==> src/rtl/mc_pkg.sv <==
// mc_pkg: shared definitions for the memory-controller pad interface.
//   bus_state_t   : external bus arbitration FSM encodings
//   TA_MAX        : largest supported bus turnaround (idle cycles)
//   ZZ_DLY_MIN/MAX: legal range of suspend cycles before sleep
//   TA_CW/ZZ_CW   : counter widths sized from those limits
package mc_pkg;

    typedef enum logic [1:0] {
        BUS_OWN     = 2'd0,
        BUS_HOLD    = 2'd1,
        BUS_RECLAIM = 2'd2
    } bus_state_t;

    localparam int TA_MAX     = 7;
    localparam int ZZ_DLY_MIN = 1;
    localparam int ZZ_DLY_MAX = 15;

    localparam int TA_CW = $clog2(TA_MAX + 1);
    localparam int ZZ_CW = $clog2(ZZ_DLY_MAX + 1);

endpackage

==> src/rtl/mc_br_sync.sv <==
// mc_br_sync: two-flop synchronizer for the asynchronous bus request.
//   clk, rst_n : clock, async active-low reset (clears both flops)
//   d          : asynchronous input
//   q          : synchronized output, two clk edges after d
module mc_br_sync (
    input  logic clk,
    input  logic rst_n,
    input  logic d,
    output logic q
);

    logic meta;

    always_ff @(posedge clk or negedge rst_n) begin
        if (!rst_n) begin
            meta <= 1'b0;
            q    <= 1'b0;
        end else begin
            meta <= d;
            q    <= meta;
        end
    end

endmodule

==> src/rtl/mc_mem_if_p.sv <==
// mc_mem_if_p: registered memory pad interface with bus arbitration,
// turnaround control and sleep sequencing.
//   inputs : next-cycle address/data/parity and controls, chip-select
//            sources and qualifiers, external bus request mc_br,
//            memory read data/parity.
//   outputs: registered pads (mc_addr, mc_data_o, mc_dp_o, mc_dqm,
//            mc_cs_, mc_oe_, mc_we_, mc_ras_, mc_cas_, mc_data_oe,
//            mc_c_oe), mc_bg/mc_rp/mc_zz, captured read data
//            mc_data_ir, status ta_busy and bus_held.
module mc_mem_if_p
    import mc_pkg::*;
#(
    parameter int NCS    = 8,
    parameter int DW     = 32,
    parameter int AW     = 24,
    parameter int TA     = 1,
    parameter int ZZ_DLY = 4
) (
    input  logic                 mc_clk,
    input  logic                 rst_n,
    input  logic                 mc_br,
    input  logic                 bus_idle,
    input  logic [DW-1:0]        mc_data_od,
    input  logic [DW/8-1:0]      mc_dp_od,
    input  logic [AW-1:0]        mc_addr_d,
    input  logic                 data_oe,
    input  logic                 c_oe_d,
    input  logic                 oe_,
    input  logic                 we_,
    input  logic                 ras_,
    input  logic                 cas_,
    input  logic                 cs_en,
    input  logic                 rfr_ack,
    input  logic                 lmr_sel,
    input  logic                 susp_sel,
    input  logic                 suspended,
    input  logic                 fs,
    input  logic                 rd_cycle,
    input  logic [NCS-1:0]       cs,
    input  logic [NCS-1:0]       cs_need_rfr,
    input  logic [NCS-1:0]       spec_req_cs,
    input  logic [DW/8-1:0]      byte_sel,
    input  logic [DW-1:0]        mc_data_i,
    input  logic [DW/8-1:0]      mc_dp_i,
    output logic [AW-1:0]        mc_addr,
    output logic [DW-1:0]        mc_data_o,
    output logic [DW/8-1:0]      mc_dp_o,
    output logic [DW/8-1:0]      mc_dqm,
    output logic                 mc_data_oe,
    output logic                 mc_c_oe,
    output logic                 mc_oe_,
    output logic                 mc_we_,
    output logic                 mc_ras_,
    output logic                 mc_cas_,
    output logic [NCS-1:0]       mc_cs_,
    output logic                 mc_bg,
    output logic                 mc_rp,
    output logic                 mc_zz,
    output logic [DW+DW/8-1:0]   mc_data_ir,
    output logic                 ta_busy,
    output logic                 bus_held
);

    localparam int PW = DW / 8;
    localparam logic [TA_CW-1:0] TA_LD   = TA_CW'(TA);
    // Last RECLAIM cycle index: TA cycles total, but never less than one.
    localparam logic [TA_CW-1:0] RC_LAST = (TA == 0) ? '0 : TA_CW'(TA - 1);
    localparam logic [ZZ_CW-1:0] ZZ_LD   = ZZ_CW'(ZZ_DLY);

    bus_state_t        state, state_nxt;
    logic              br_s;
    logic [TA_CW-1:0]  ta_cnt;
    logic [TA_CW-1:0]  rc_cnt;
    logic [ZZ_CW-1:0]  zz_cnt;
    logic [NCS-1:0]    cs_sel;
    logic [PW-1:0]     dqm_nxt;
    logic              pad_off;

    mc_br_sync u_br_sync (
        .clk   (mc_clk),
        .rst_n (rst_n),
        .d     (mc_br),
        .q     (br_s)
    );

    // ---------------- bus arbitration FSM ----------------
    always_ff @(posedge mc_clk or negedge rst_n) begin
        if (!rst_n) state <= BUS_OWN;
        else        state <= state_nxt;
    end

    always_comb begin
        state_nxt = state;
        case (state)
            BUS_OWN:     if (br_s && bus_idle)  state_nxt = BUS_HOLD;
            BUS_HOLD:    if (!br_s)             state_nxt = BUS_RECLAIM;
            BUS_RECLAIM: if (rc_cnt == RC_LAST) state_nxt = BUS_OWN;
            default:                            state_nxt = BUS_OWN;
        endcase
    end

    always_ff @(posedge mc_clk or negedge rst_n) begin
        if (!rst_n)                                                rc_cnt <= '0;
        else if (state == BUS_RECLAIM && state_nxt == BUS_RECLAIM) rc_cnt <= rc_cnt + TA_CW'(1);
        else                                                       rc_cnt <= '0;
    end

    assign bus_held = (state != BUS_OWN);
    // Pads are parked while granted away, including the edge that enters
    // HOLD (so cs_ is already high when mc_bg rises) and the edge that
    // leaves RECLAIM.
    assign pad_off  = bus_held || (state_nxt != BUS_OWN);

    // ---------------- turnaround counter ----------------
    always_ff @(posedge mc_clk or negedge rst_n) begin
        if (!rst_n)                   ta_cnt <= '0;
        else if (!mc_oe_ && oe_ && !pad_off) ta_cnt <= TA_LD;
        else if (ta_cnt != '0)        ta_cnt <= ta_cnt - TA_CW'(1);
    end

    assign ta_busy = (ta_cnt != '0);

    // ---------------- sleep counter ----------------
    always_ff @(posedge mc_clk or negedge rst_n) begin
        if (!rst_n)              zz_cnt <= '0;
        else if (!suspended)     zz_cnt <= '0;
        else if (zz_cnt != ZZ_LD) zz_cnt <= zz_cnt + ZZ_CW'(1);
    end

    // ---------------- pad next values ----------------
    always_comb begin
        cs_sel = cs;
        if (rfr_ack || susp_sel) cs_sel = cs_need_rfr;
        else if (lmr_sel)        cs_sel = spec_req_cs;
    end

    always_comb begin
        dqm_nxt = '1;
        if (susp_sel)      dqm_nxt = '1;
        else if (data_oe)  dqm_nxt = ~byte_sel;
        else if (rd_cycle) dqm_nxt = '0;
    end

    always_ff @(posedge mc_clk or negedge rst_n) begin
        if (!rst_n) begin
            mc_addr    <= '0;
            mc_data_o  <= '0;
            mc_dp_o    <= '0;
            mc_dqm     <= '1;
            mc_cs_     <= '1;
            mc_oe_     <= 1'b1;
            mc_we_     <= 1'b1;
            mc_ras_    <= 1'b1;
            mc_cas_    <= 1'b1;
            mc_data_oe <= 1'b0;
            mc_c_oe    <= 1'b0;
            mc_bg      <= 1'b0;
            mc_rp      <= 1'b1;
            mc_zz      <= 1'b0;
        end else begin
            mc_addr    <= mc_addr_d;
            mc_data_o  <= mc_data_od;
            mc_dp_o    <= mc_dp_od;
            mc_dqm     <= dqm_nxt;
            mc_cs_     <= pad_off ? '1 : ~(cs_sel & {NCS{cs_en}});
            mc_oe_     <= oe_  | pad_off;
            mc_we_     <= we_  | pad_off;
            mc_ras_    <= ras_ | pad_off;
            mc_cas_    <= cas_ | pad_off;
            mc_data_oe <= data_oe & !susp_sel & c_oe_d & !ta_busy & !pad_off;
            mc_c_oe    <= c_oe_d & !pad_off;
            mc_bg      <= (state_nxt == BUS_HOLD);
            mc_rp      <= !suspended & !fs;
            mc_zz      <= suspended & (zz_cnt == ZZ_LD);
        end
    end

    // Read capture is a plain data path; no reset needed.
    always_ff @(posedge mc_clk) begin
        mc_data_ir <= {mc_dp_i, mc_data_i};
    end

endmodule

==> config.mk <==
export PLATFORM = sky130hd
export DESIGN_NAME = mc_mem_if_p
export DESIGN_NICKNAME = d
export VERILOG_FILES = /design/src/rtl/mc_pkg.sv /design/src/rtl/mc_br_sync.sv /design/src/rtl/mc_mem_if_p.sv
export SDC_FILE = /design/constraint.sdc
export NUM_CORES = 1
export LEC_CHECK = 0
export CAP_MARGIN = 20
export CORE_MARGIN = 5
export CORE_UTILIZATION = 31
export DETAILED_ROUTE_END_ITERATION = 10
export PLACE_DENSITY = 0.8
export SLEW_MARGIN = 40
export SYNTH_ARGS = -nofsm -noshare
export SYNTH_HDL_FRONTEND = slang
export SYNTH_SLANG_ARGS = --single-unit
==> constraint.sdc <==
create_clock -name mc_clk -period 1.2 [get_ports mc_clk]
set_clock_uncertainty 0.1 [all_clocks]
set_input_delay 0.24 -clock mc_clk [delete_from_list [all_inputs] [get_ports mc_clk]]
set_output_delay 0.24 -clock mc_clk [all_outputs]
set_load 0.005 [all_outputs]
Yosys cells after proc, flatten, opt, wreduce, memory -nomap -nowiden

Cells that the tools add are included.

Input bits: 141
Output and inout bits: 119
Logic and storage cells: 78
Flip-flop bits (word level): 131

Reduce and logical (&&, ||, !) cells: 18
Equality and inequality tests: 7
Multiplexer cells: 15
Bitwise operators: 14
$add $sub $neg: 3

Operators by type and width:

| operator            | number |
|---|---|
| $mux 8              | 3 |
| $mux 4              | 5 |
| $mux 3              | 3 |
| $and 8x8->8         | 1 |
| $not 8->8           | 1 |
| $and 1x1->1         | 7 |
| $logic_not 1->1     | 6 |
| $mux 2              | 3 |
| $pmux 2 s3          | 1 |
| $reduce_bool 2->1   | 3 |
| $add 4x1->4 const B | 1 |
| $eq 2x1->1 const B  | 2 |
| $eq 2x2->1 const B  | 2 |
| $eq 4x3->1 const B  | 1 |
| $logic_and 1x1->1   | 4 |
| $ne 4x3->1 const B  | 1 |
| $not 4->4           | 1 |
| $or 1x1->1          | 4 |
| $add 3x1->3 const B | 1 |
| $logic_not 3->1     | 1 |
| $reduce_bool 3->1   | 1 |
| $sub 3x1->3 const B | 1 |
| $logic_not 2->1     | 1 |
| $logic_or 1x1->1    | 2 |
| $ne 2x1->1 const B  | 1 |

Logic depth before layout (Yosys ltp)

Gate-level depths: netlist (run 1).

Word-level depth: 8
Gate-level depth with buffers: 7
Gate-level depth less buffers: 6

Hierarchy

From an unflattened synthesis (run 1), not the netlist that was laid out.

Cell total of the unflattened synthesis: 229
Area, all modules: 3806.2 um2

Modules (own cells, without submodules):

| module      | times used | cells each | sequential area each (um2) | area each (um2) |
|---|---|---|---|---|
| mc_mem_if_p | 1          | 227        | 3069.2                     | 3756.1 |
| mc_br_sync  | 1          | 2          | 50.0                       | 50.0 |

Least setup slack after synthesis (run 1)

Ideal clock, no wire load.

Kind: register to register
Start point: register ta_cnt[0]
End point: register ta_cnt[1]
Period minus slack after synthesis: 1.313 ns
Setup time: 0.118 ns
Data arrival time: 1.095 ns
Path slack: -0.113 ns
Buffers on the path: 1
Required time: 0.982 ns
Cell stages (with the launch flop): 8
Cells stage by stage: dfrtp_1 inv_1 ha_1 ha_1 clkbuf_1 nor2_1 a21oi_1 nor2_1

Cells in the longest elaborated chain, start to end: 3
Elaborated cells between the ends (all ways): 5
Classes of those cells: add/sub (1); mux (2); reduce/logical (2)

RTL lines:

| what                   | RTL line           | RTL |
|---|---|---|
| start, declared        | mc_mem_if_p.sv:72  | `logic [TA_CW-1:0] ta_cnt;` |
| start signal, assigned | mc_mem_if_p.sv:118 | `else if (ta_cnt != '0) ta_cnt <= ta_cnt - TA_CW'(1);` |
| $sub 3x1->3            | mc_mem_if_p.sv:118 |  |
| $mux 3                 | mc_mem_if_p.sv:118 |  |
| $mux 3                 | mc_mem_if_p.sv:117 | `else if (!mc_oe_ && oe_ && !pad_off) ta_cnt <= TA_LD;` |

Parallel ways exist; a longest one is shown, timed or not. The select of a mux whose other input is x is not followed.
A chain may end at the register's enable or synchronous reset.

Final worst setup path (run 1)

Start point: register ta_cnt[1]
End point: output ta_busy

Cells in the longest elaborated chain, start to end: 1

RTL lines:

| what              | RTL line           | RTL |
|---|---|---|
| $reduce_bool 3->1 | mc_mem_if_p.sv:121 | `assign ta_busy = (ta_cnt != '0);` |
| end, declared     | mc_mem_if_p.sv:60  | `output logic ta_busy,` |

No other way between the ends.

==> impl_metrics.json, run 1 <==
{
  "outcome": "finished with violations",
  "violations": "negative setup slack",
  "grtUsageMet1": 0.160,
  "remaining_drc_errors": 0,
  "start_util": 0.314,
  "vias": 2883,
  "fin_crit_ns": 1.64,
  "cp-startpoint": "ta_cnt[1]",
  "tightest_slew_ns": 0.276,
  "hold_depth": 1,
  "io_buffer_count": 259,
  "die_y_um": 120,
  "hold_path_class": "in2reg",
  "grt_pass1_wl_mm": 17.8,
  "numCtsBuffers": 17,
  "netlist-cell-type-count": 28,
  "clk_path_buf_depth": 2,
  "first_global_vias": 3407,
  "clk_pin_slew_worst_paths_ns": 0.06,
  "cp_data_required_time_ns": 0.86,
  "antenna_left": 0,
  "maxCapViolations": 0,
  "coreArea_um2": 12000,
  "grt-ovfl-total": 0,
  "worstPathCellList": "inv_1, ha_2, ha_4, inv_2, buf_6",
  "power_density_nw_per_um2": 1740,
  "synth-seq-area-share": 0.831,
  "stdcell_count": 684,
  "dr.pass1.iters": 4,
  "post_drt_wl_per_cell_um": 16.9,
  "syn_nets": 376,
  "cp_max_fo": 2,
  "utilization": 0.588,
  "timing.rr.end": "mc_data_oe",
  "cts_tree": "yes",
  "yosys_warnings": 0,
  "cpPeakStageDelay_ns": 0.38,
  "worstPathArrival_ns": 1.30,
  "final_layout_size_suffix_gt1_frac": 0.402,
  "finalHoldViolCount": 0,
  "dp_hpwl_mm": 9.14,
  "r2r_start": "state[1]",
  "htreeDepth": 4,
  "place_congestion": 0.777,
  "placement_rows": 40,
  "start_kind": "register",
  "p_leak_nw": 3.23,
  "synthCells": 229,
  "drt_iter0_drc": 109,
  "num_antenna_cells": 0,
  "finalPower_mw": 12.2,
  "syn_area_um2": 3750,
  "grt_util_met2": 0.291,
  "worst-path-buf-inv": 3,
  "clockRootBuffer": "clkbuf_16",
  "clkSinkCount": 131,
  "grt.busiest_layer": "met2",
  "ir_worst_vdd_v": 0.00107,
  "ys_ff_latch": 131,
  "grt_max_degree": 52,
  "post-route-cell-area_um2": 7040,
  "grt_use_total": 0.166,
  "fill_cells": 948,
  "critPathKind": "reg2out",
  "slew_viol_final": 0,
  "placed_cells": 643,
  "placed_cell_area_um2": 6650,
  "fin_crit_sh": 1.36,
  "min_to": "mc_addr[20]",
  "antenna_found_initial": 0,
  "grtUsageMet3": 0.0829,
  "clk_latency_ns": 0.42,
  "postSynthAreaPerCell_um2": 16.4,
  "cp-end-kind": "output port",
  "regToRegSetupSlack_ns": -0.18,
  "dieArea_um2": 14400,
  "wirelength_mm": 11.6,
  "reg2reg_depth": 5,
  "clock.fmax_ghz": 0.611,
  "fin_ws_ns": -0.436,
  "cpMaxStageDelayCell": "dfrtp_1",
  "path_delay_family": "flip-flops",
  "die_w_um": 120,
  "relSlewSlack": 0.816,
  "syn2layout_area_growth_pct": 87.5,
  "rsz0062_at_grt": "true",
  "vias_per_cell": 4.21,
  "io_pins": 260,
  "fin_nets": 671,
  "hold_start": "mc_addr_d[20]",
  "setup_viol": 102
}
[cells in the final DEF (no fill, tap or decap), types with 2 or more instances in the layout]
| cell | synthesis | routed |
|---|---|---|
| buf_2 | 2 | 93 |
| a21o_1 | 4 | 4 |
| clkdlybuf4s50_1 | 0 | 139 |
| or2b_1 | 4 | 4 |
| nand2b_1 | 5 | 5 |
| inv_1 | 10 | 8 |
| buf_6 | 0 | 29 |
| buf_4 | 1 | 15 |
| mux2i_1 | 11 | 11 |
| nand3b_1 | 2 | 2 |
| inv_2 | 0 | 2 |
| buf_12 | 0 | 3 |
| o211ai_1 | 8 | 8 |
| bufinv_16 | 0 | 5 |
| clkbuf_16 | 0 | 17 |
| ha_2 | 0 | 2 |
| nor2_4 | 0 | 2 |
| dfstp_2 | 17 | 17 |
| dfxtp_1 | 36 | 27 |
| dfrtp_1 | 78 | 78 |
| clkinv_4 | 0 | 2 |
| nor3b_1 | 3 | 3 |
| ha_4 | 0 | 3 |
| nand2_1 | 12 | 12 |
| inv_6 | 0 | 4 |
| nor2_1 | 15 | 12 |
| dfxtp_2 | 0 | 9 |
| clkinvlp_4 | 0 | 2 |
| and2_4 | 0 | 2 |
[how the worst max path moves through the flow]
stage,endpoint,slack (ns),cells past startpoint
final,ta_busy,-0.44,5
after global routing,ta_busy,-0.50,5
after floorplan,ta_cnt[0],-0.04,6
after CTS,ta_busy,-0.47,5
after global placement,mc_cs_[0],-0.45,5
after detailed placement,mc_cs_[5],-0.54,5
[logic make-up after synthesis]
kind of cell	count (synthesis)	share of synthesized area
buffers and inverters	14	0.0157
AND/OR/NAND/NOR	47	0.0647
flip-flops	131	0.831
AO/OA/AOI/OAI	18	0.0343
multiplexers	11	0.0293
adder cells (fa/ha/maj)	6	0.0200
XOR/XNOR	2	0.00467
[state kept, by name, summed over array words and instances (netlist names), 2 cells and up]
register    flops
mc_data_ir     36
mc_dp_o         4
mc_dqm          4
rc_cnt          3
mc_cs_          8
zz_cnt          4
mc_data_o      32
ta_cnt          3
mc_addr        24
state           2
[cell type report]
cell class | count | area, um2 | share of cell area
flip-flops and latches | 131 | 3130 | 0.445
repair buffers | 280 | 2370 | 0.336
multi-input cells | 84 | 656 | 0.0932
clock buffers | 18 | 439 | 0.0624
clock inverters | 14 | 223 | 0.0317
well taps | 147 | 184 | 0.0261
inverters | 10 | 37.5 | 0.00534
[layer usage]
metal | vias to the layer above | wire length (um)
met1 | 1379 | 3900
met5 | - | 0
li1 | 1332 | -
met3 | 18 | 1180
met4 | 0 | 233
met2 | 154 | 6260
[cell usage after synthesis]
master	n	area [um2]
nand3_1	1	5.00
clkbuf_1	1	3.75
a21o_1	4	30.0
buf_4	1	7.51
o211ai_1	8	60.1
ha_1	6	75.1
nand2_1	12	45.0
or2_2	1	6.26
o21ai_0	2	10.0
a31oi_1	1	6.26
nand3b_1	2	15.0
nor3b_1	3	22.5
xor2_1	1	8.76
dfstp_2	17	447
or2b_1	4	30.0
dfxtp_1	36	721
buf_2	2	10.0
mux2i_1	11	110
and2_1	2	12.5
inv_1	10	37.5
xnor2_1	1	8.76
and4b_1	1	10.0
a211oi_2	1	12.5
nand2b_1	5	31.3
nor2_1	15	56.3
and3b_1	1	8.76
a21oi_1	2	10.0
dfrtp_1	78	1950
[stage by stage]
stage	setup TNS, ns	hold WS (ns)	setup slack [ns]
2_1_floorplan	-0.406	-0.156	-0.0432
3_3_place_gp	-9.52	0.143	-0.446
3_5_place_dp	-10.78	0.145	-0.537
4_1_cts	-10.55	0.144	-0.469
5_1_grt	-13.31	0.132	-0.500
6_report	-8.21	0.156	-0.436
[worst reg2reg max path, stage by stage, from the launching register on]
cell and delay (ns):
dfrtp_1 0.38, buf_6 0.12, a211oi_2 0.20, buf_4 0.17, and2_4 0.14, and4b_1 0.19
[power by group]
part / leakage, nW / switching [mW] / internal, mW
Clock: 0.318 / 1.91 / 3.77
Sequential: 1.42 / 0.122 / 4.72
Combinational: 1.49 / 0.644 / 1.07
Total: 3.23 / 2.68 / 9.56
[repair_timing]
item                                    4_1_cts  5_1_grt
buffers inserted                              4        5
endpoints found under the setup margin      138      135
pin swaps                                    12       12
hold buffers                                  1        0
endpoints found under the hold margin        95        0
gates resized for setup                     506       28
No activity file was read; power rests on OpenSTA's default activity.
==> run 2: changes to the inputs <==
--- a/config.mk
+++ b/config.mk
@@ -7,9 +7,9 @@
 export LEC_CHECK = 0
 export CAP_MARGIN = 20
 export CORE_MARGIN = 5
-export CORE_UTILIZATION = 31
+export CORE_UTILIZATION = 25
 export DETAILED_ROUTE_END_ITERATION = 10
-export PLACE_DENSITY = 0.8
+export PLACE_DENSITY = 0.68
 export SLEW_MARGIN = 40
 export SYNTH_ARGS = -nofsm -noshare
 export SYNTH_HDL_FRONTEND = slang
==> run 2 against run 1 <==
- final cell count rose by 6.1%
- clock power fell by 2%
- combinational power rose by 5%
- critical endpoint unchanged
- sequential share of layout area fell by 0.30 points
- total power fell by 0.57%
- utilization fell by 10 points
- largest power group unchanged
- the flow still finishes with violations (negative setup slack)
==> impl_metrics.json, run 2 (synthesis gave the netlist of run 1 again) <==
{
  "fin_crit_sh": 1.33,
  "dieArea_um2": 17600,
  "internal_power_mw": 9.51,
  "placement_rows": 44,
  "remaining_drc_errors": 0,
  "die_y_um": 133,
  "multi_input_area_um2": 637,
  "r2r_start": "state[0]",
  "htreeDepth": 4,
  "vias_per_cell": 3.98,
  "first_global_vias": 3349,
  "slew_viol_final": 0,
  "wirelength_mm": 11.9,
  "maxCapViolations": 0,
  "vias": 2889,
  "fill_cells": 1333,
  "critPathKind": "reg2out",
  "drt_iter0_drc": 82,
  "worstPathArrival_ns": 1.26,
  "placed_cell_area_um2": 6710,
  "whs_ns": 0.154,
  "seqPwrFrac": 0.397,
  "rsz0062_at_grt": "true",
  "place_congestion": 0.728,
  "clkSinkCount": 131,
  "final_layout_size_suffix_gt1_frac": 0.408,
  "post-route-cell-area_um2": 7090,
  "antenna_found_initial": 0,
  "clk_latency_ns": 0.41,
  "mostFrequentLayoutCells": "clkdlybuf4s50_1, buf_2, dfrtp_1, buf_6, dfxtp_1",
  "io_pins": 260,
  "p_clk_frac": 0.455,
  "largest-register": "mc_data_ir",
  "p_sw_frac": 0.219,
  "dr.pass1.iters": 4,
  "numCtsBuffers": 17,
  "num_antenna_cells": 0,
  "reg2reg_depth": 6,
  "antenna_left": 0,
  "outcome": "finished with violations",
  "layout_commonest_cell": "clkdlybuf4s50_1",
  "grt_pass1_wl_mm": 18.3,
  "crit_path_end": "ta_busy",
  "die_w_um": 133,
  "post_drt_wl_per_cell_um": 16.4,
  "finalHoldViolCount": 0,
  "grt_max_degree": 50,
  "dp_hpwl_mm": 9.49,
  "grt-ovfl-total": 0,
  "fin_nets": 676,
  "p_switching_mw": 2.66,
  "hold_path_class": "in2async",
  "clk_pin_slew_worst_paths_ns": 0.05,
  "ff_latch_area_um2": 3130,
  "cp_max_fo": 2,
  "setup_viol": 105,
  "power_density_nw_per_um2": 1720,
  "syn2layout_area_growth_pct": 88.9,
  "clockRootBuffer": "clkbuf_16",
  "relSlewSlack": 0.817,
  "tightest_slew_ns": 0.274,
  "grt_use_total": 0.137,
  "cp-startpoint": "ta_cnt[1]",
  "largest_reg_flops": 36,
  "cts_tree": "yes",
  "p_leak_nw": 3.25,
  "violations": "negative setup slack",
  "top_regs": "mc_data_ir: 36 flops, mc_data_o: 32 flops, mc_addr: 24 flops",
  "regToRegSetupSlack_ns": -0.28,
  "clk_path_buf_depth": 2,
  "timing.rr.end": "mc_data_oe",
  "start_util": 0.256,
  "coreArea_um2": 14600,
  "fin_crit_ns": 1.60,
  "fin_ws_ns": -0.398,
  "cp-end-kind": "output port",
  "start_kind": "register",
  "io_buffer_count": 259,
  "clock.fmax_ghz": 0.626,
  "utilization": 0.484,
  "cp_data_required_time_ns": 0.86,
  "ir_worst_vdd_v": 0.00125,
  "combPwrFrac": 0.148
}
## run 2: through the flow
step	setup TNS [ns]	cells	setup slack [ns]	power (mW)
floorplan	-0.406	229	-0.0432	5.37
global placement	-9.84	682	-0.444	6.51
detailed placement	-10.67	682	-0.492	6.58
CTS	-11.24	724	-0.476	12.2
global route	-14.13	726	-0.456	12.7
finish	-8.90	726	-0.398	12.2
## run 2: how the worst min path moves through the flow
stage	startpoint	slack, ns	endpoint	cells after the start
final	rst_n	0.15	ta_cnt[0]	2
after global routing	mc_data_od[1]	0.14	mc_data_o[1]	1
after floorplan	rst_n	-0.16	mc_addr[0]	0
after detailed placement	rst_n	0.03	mc_data_oe	1
after global placement	rst_n	0.03	mc_data_oe	1
after CTS	rst_n	0.13	ta_cnt[0]	2
## run 2: power by group through the flow
stage | Combinational [mW] | Clock (mW) | Sequential, mW
detailed placement | 1.67 | 0 | 4.91
global route | 1.99 | 5.88 | 4.86
finish | 1.80 | 5.54 | 4.83
floorplan | 0.443 | 0 | 4.93
CTS | 1.71 | 5.68 | 4.82
global placement | 1.62 | 0 | 4.89
## run 2: layer usage
layer	routed length, um	global-route usage
met1	4200	0.139
met2	6440	0.242
met3	1030	0.0653
met4	240	0.0589
met5	0	0
## run 2: worst max-delay path: stages, from the launching register on
cell	delay [ns]
dfrtp_1	0.38
inv_2	0.08
ha_4	0.13
ha_4	0.13
inv_2	0.03
buf_6	0.11
## run 2: final cells by class
class                   count  area share
well taps                 184      0.0325
repair buffers            285       0.340
multi-input cells          84      0.0898
clock buffers              21      0.0664
flip-flops and latches    131       0.442
inverters                  10     0.00529
clock inverters            11      0.0244
## run 2: repair_timing
action / 4_1_cts / 5_1_grt
setup buffers: 10 / 2
hold buffers: 1 / 0
gates resized for setup: 509 / 26
setup endpoints to repair: 138 / 137
hold endpoints to repair: 90 / 0
pin swaps: 9 / 8
==> run 3: changes to the inputs <==
--- a/config.mk
+++ b/config.mk
@@ -5,7 +5,7 @@
 export SDC_FILE = /design/constraint.sdc
 export NUM_CORES = 1
 export LEC_CHECK = 0
-export CAP_MARGIN = 20
+export CAP_MARGIN = 0
 export CORE_MARGIN = 5
 export CORE_UTILIZATION = 25
 export DETAILED_ROUTE_END_ITERATION = 10
==> results of run 3 <==
The final DEF is identical to that of run 2; final timing and power are the same.
